## config.mk

```make
export PLATFORM = sky130hd
export DESIGN_NAME = prio_encoder
export DESIGN_NICKNAME = d
export VERILOG_FILES = /design/src/rtl/prio_encoder_pkg.sv /design/src/rtl/prio_encoder_pick.sv /design/src/rtl/prio_encoder.sv
export SDC_FILE = /design/constraint.sdc
export NUM_CORES = 1
export LEC_CHECK = 0
export ABC_AREA = 1
export CAP_MARGIN = 30
export CORE_MARGIN = 2
export CORE_UTILIZATION = 30
export CTS_CLUSTER_SIZE = 12
export DETAILED_ROUTE_END_ITERATION = 7
export GPL_TIMING_DRIVEN = 0
export PLACE_DENSITY = 0.61
export SLEW_MARGIN = 40
export SYNTH_ARGS = -nofsm -noshare
export SYNTH_HDL_FRONTEND = slang
export SYNTH_SLANG_ARGS = --single-unit
```

## constraint.sdc

```tcl
create_clock -name clk -period 2.2 [get_ports clk]
set_clock_uncertainty 0.05 [all_clocks]
set_input_delay 0.44 -clock clk [delete_from_list [all_inputs] [get_ports clk]]
set_output_delay 0.44 -clock clk [all_outputs]
set_load 0.05 [all_outputs]
```

## src/rtl/prio_encoder_pkg.sv

```systemverilog
// Shared widths and types for the priority encoder slice.
package prio_encoder_pkg;

   localparam int REQ_W = 8;
   localparam int IDX_W = 3;

   typedef logic [REQ_W-1:0] req_t;
   typedef logic [IDX_W-1:0] idx_t;

   // One-hot mask for a single index, used to retire an issued request.
   function automatic req_t idx_onehot(input idx_t i);
      return req_t'(1) << i;
   endfunction

endpackage

```

## src/rtl/prio_encoder_pick.sv

```systemverilog
// prio_pick: combinational search for the first set bit of vec, starting at
// start and moving upward with wrap from index 7 to index 0. Passing start=0
// gives plain lowest-index-wins priority.
module prio_pick
   import prio_encoder_pkg::*;
(
   input  logic [REQ_W-1:0] vec,
   input  logic [IDX_W-1:0] start,
   output logic [IDX_W-1:0] idx,
   output logic             found
);

   idx_t cand;

   // Walk the rotated order once; the first hit wins and later hits are ignored.
   always_comb begin
      idx   = '0;
      found = 1'b0;
      cand  = '0;
      for (int i = 0; i < REQ_W; i++) begin
         cand = start + idx_t'(i);
         if (!found && vec[cand]) begin
            idx   = cand;
            found = 1'b1;
         end
      end
   end

endmodule

```

## src/rtl/prio_encoder.sv

```systemverilog
// prio_encoder: collects requests into a pending set and issues one index per
// accepted output beat through a registered valid/ready output stage.
// Build option: define PRIO_ENCODER_ROUND_ROBIN_EN for round-robin arbitration
// (rotating search pointer); leave undefined for fixed lowest-index priority.
module prio_encoder
   import prio_encoder_pkg::*;
(
   input  logic             clk,
   input  logic             rst_n,
   input  logic [REQ_W-1:0] in,
   input  logic             in_valid,
   output logic [IDX_W-1:0] out,
   output logic             out_valid,
   input  logic             out_ready,
   output logic             busy
);

   req_t pending_q, pending_d;
   idx_t out_q,     out_d;
   logic out_valid_q, out_valid_d;

   idx_t search_start;
   idx_t pick_idx;
   logic pick_found;
   logic load;

`ifdef PRIO_ENCODER_ROUND_ROBIN_EN
   idx_t ptr_q, ptr_d;

   assign search_start = ptr_q;

   // Pointer moves just past the index that was issued, so it loses priority next time.
   always_comb begin
      ptr_d = ptr_q;
      if (load) begin
         ptr_d = pick_idx + idx_t'(1);
      end
   end

   // Round-robin pointer register.
   always_ff @(posedge clk) begin
      if (!rst_n) begin
         ptr_q <= '0;
      end else begin
         ptr_q <= ptr_d;
      end
   end
`else
   assign search_start = '0;
`endif

   prio_pick u_pick (
      .vec   (pending_q),
      .start (search_start),
      .idx   (pick_idx),
      .found (pick_found)
   );

   // pick_found is exactly (pending_q != 0); loading looks only at registered
   // pending, so a fresh request always costs one cycle in the pending set.
   assign load = (!out_valid_q || out_ready) && pick_found;

   // Retire the issued bit first, then OR in new requests so a coincident set wins.
   always_comb begin
      pending_d = pending_q;
      if (load) begin
         pending_d = pending_d & ~idx_onehot(pick_idx);
      end
      if (in_valid) begin
         pending_d = pending_d | in;
      end
   end

   // Output stage: load a new index, drop valid on an accept with nothing to load, else hold.
   always_comb begin
      out_d       = out_q;
      out_valid_d = out_valid_q;
      if (load) begin
         out_d       = pick_idx;
         out_valid_d = 1'b1;
      end else if (out_valid_q && out_ready) begin
         out_valid_d = 1'b0;
      end
   end

   // Pending set and output registers.
   always_ff @(posedge clk) begin
      if (!rst_n) begin
         pending_q   <= '0;
         out_q       <= '0;
         out_valid_q <= 1'b0;
      end else begin
         pending_q   <= pending_d;
         out_q       <= out_d;
         out_valid_q <= out_valid_d;
      end
   end

   assign out       = out_q;
   assign out_valid = out_valid_q;
   assign busy      = (pending_q != '0) || out_valid_q;

endmodule

```

==> qor.yml <==
status: "finished clean"
syn_area_um2: 655.6
hpwl_um: 1046
route.met2.wl_um: 629
dieArea_um2: 2576
slew_viol_final: 0
cts_buffers: 3
post-route-period-util_pct: 95.30
cts_hold_buf: 0
synth_warnings: 0
place.gp.congestion: 0.8162
htree_levels: 1
antenna_cells: 0
viasPerCell: 4.553
synth_largest_area_cell: "dfxtp_1"
clock_latency_ps: 280
drt-pass1-iter-count: 5
crit_type: "flip-flop to primary output"
synth_edf_count: 0
yosysTopAreaCellShare_pct: 36.64
endpoint_kind: "primary output"
top_layer: "met4"
synth_cell_type_count: 19
fin_worst_hold_slack_ps: 475.1
crit_required_ps: 1710
core-area_um2: 2002
top_level_ports: 17
reg2reg_depth: 6
num_rows: 16
nFillCells: 221
ir_drop_mv: 0.3017
syn_avg_cell_area_um2: 6.829
drc_errors: 0
drt-total-wl_um: 1350
ys_seq_area_share_pct: 36.64
pwr_density_cell_nw_per_um2: 713.5
drive_gt1_share_pct: 11.40
nNetsFinal: 128
leakagePower_nw: 0.4140
ant_nets: 0
ys_top_cells_by_count: "nand2_1, inv_1, nor2_1"
hold_path_class: "flip-flop to flip-flop"
synth-seq-cells: 12
synth.area.top_cells: "dfxtp_1, nand2_1, inv_1"
die_h_um: 50.75
grt_overflow_total: 0
root_buffer: "clkbuf_4"
ys_async_sr_fraction_pct: 0
vias: 642
rsz0062_at_grt: "no"
grtUsageTotal_pct: 11.96
hold_viol: 0
hold-path-cell-count: 2
finalSetupTns_ps: 0
worst_pin_slew_ps: 490.4
wl_per_cell_um: 9.574
max-slew-margin-rel_pct: 67.20
area_delta_synth_final_pct: 31.30
tritoncts: "done"
path_max_fanout: 4
drv_cap: 0
synth_fp_nets: 108
met1Wirelength_um: 625
start_util_pct: 32.75
drt-initial-drc-count: 9
worstSetupStartpointType: "flip-flop"
grt_pass1_vias: 570
fin_util_pct: 43.00
syn_inst: 96
dr_wl_met3_um: 65
postCtsSetupBuffers: 0
fmax_ghz: 0.4770
die_w_um: 50.75
clk_pin_slew_worst_paths_ps: 80
worstPathArrival_ps: 1610
setup_viol: 0
min_period_ps: 2097
grt_max_degree: 9
antenna_found_initial: 0
io_buffers: 15
numClockSinks: 12
synth_most_common_cell: "nand2_1"
synthFlopType: "dfxtp_1"
cts_resized: 1
grt_pass1_wl_um: 2297
clock_path_buffers: 2
==> cells by family (layout without fill, tap and decap cells) <==
logic type      Yosys count  in the layout  share of synthesized area [%]
flops                    12             12                          36.64
compound gates           15             15                          14.12
simple gates             51             51                          38.93
buf+inv                  18             36                          10.30
==> per-stage QoR <==
step                area, um^2  setup slack [ps]  cells  power [mW]
floorplan                655.6             605.4     96      0.4173
global placement         839.6             159.4    138      0.4798
finish                   860.8             103.3    141      0.6142
detailed placement       839.6             128.5    138      0.4833
CTS                      860.8             104.0    141      0.6162
global route             860.8             20.84    141      0.6485
==> registers in the layout (all words and copies together), names as in the netlist <==
register	flops
out_valid	1
pending_q	8
out	3
==> report_power, final <==
group | switching [mW] | leakage [nW] | total, mW | internal [mW]
Combinational | 0.138 | 0.301 | 0.221 | 0.0820
Sequential | 0.0170 | 0.0994 | 0.256 | 0.239
Clock | 0.0745 | 0.0138 | 0.138 | 0.0635
==> critical path, cell delays in order (launching register included) <==
cell and delay (ps):
dfxtp_1 350, nor2_2 220, nand2_4 120, nor2_4 160, nand2_1 60, dlygate4sd2_1 420
==> routing by layer <==
| layer | vias up | track usage [%] |
|---|---|---|
| li1 | 335 | - |
| met1 | 279 | 14.55 |
| met2 | 22 | 19.30 |
| met3 | 6 | 2.679 |
| met4 | 0 | 6.757 |
| met5 | - | 0 |
==> worst paths after layout <==
path | slack [ps] | from | end
worst max-delay path | 100 | pending_q[3] | busy
worst min-delay path | 480 | pending_q[6] | pending_q[6]
worst max register to register | 880 | pending_q[3] | pending_q[7]
worst min register to register | 480 | pending_q[6] | pending_q[6]
==> cells in the final DEF (no fill, tap or decap), drive strengths merged <==
master	netlist	final
a31oi	1	1
o21ai	5	5
o21bai	1	1
clkinv	1	1
nand3	6	6
nor2	19	19
clkdlybuf4s50	0	14
dfxtp	12	12
inv	16	16
o31ai	1	1
clkbuf	1	4
dlygate4sd2	0	1
nand2	24	24
nand4	2	2
a21oi	7	7
==> final cells by class <==
type | count | area, um^2 | area share [%]
Tap cell | 27 | 33.78 | 3.924
Clock buffer | 3 | 22.52 | 2.616
Sequential cell | 12 | 240.2 | 27.91
Inverter | 17 | 63.81 | 7.413
Multi-Input combinational cell | 66 | 347.8 | 40.41
Buffer | 1 | 3.754 | 0.4360
Timing Repair Buffer | 15 | 148.9 | 17.30
Note: power is estimated with default switching activity, not from simulation.
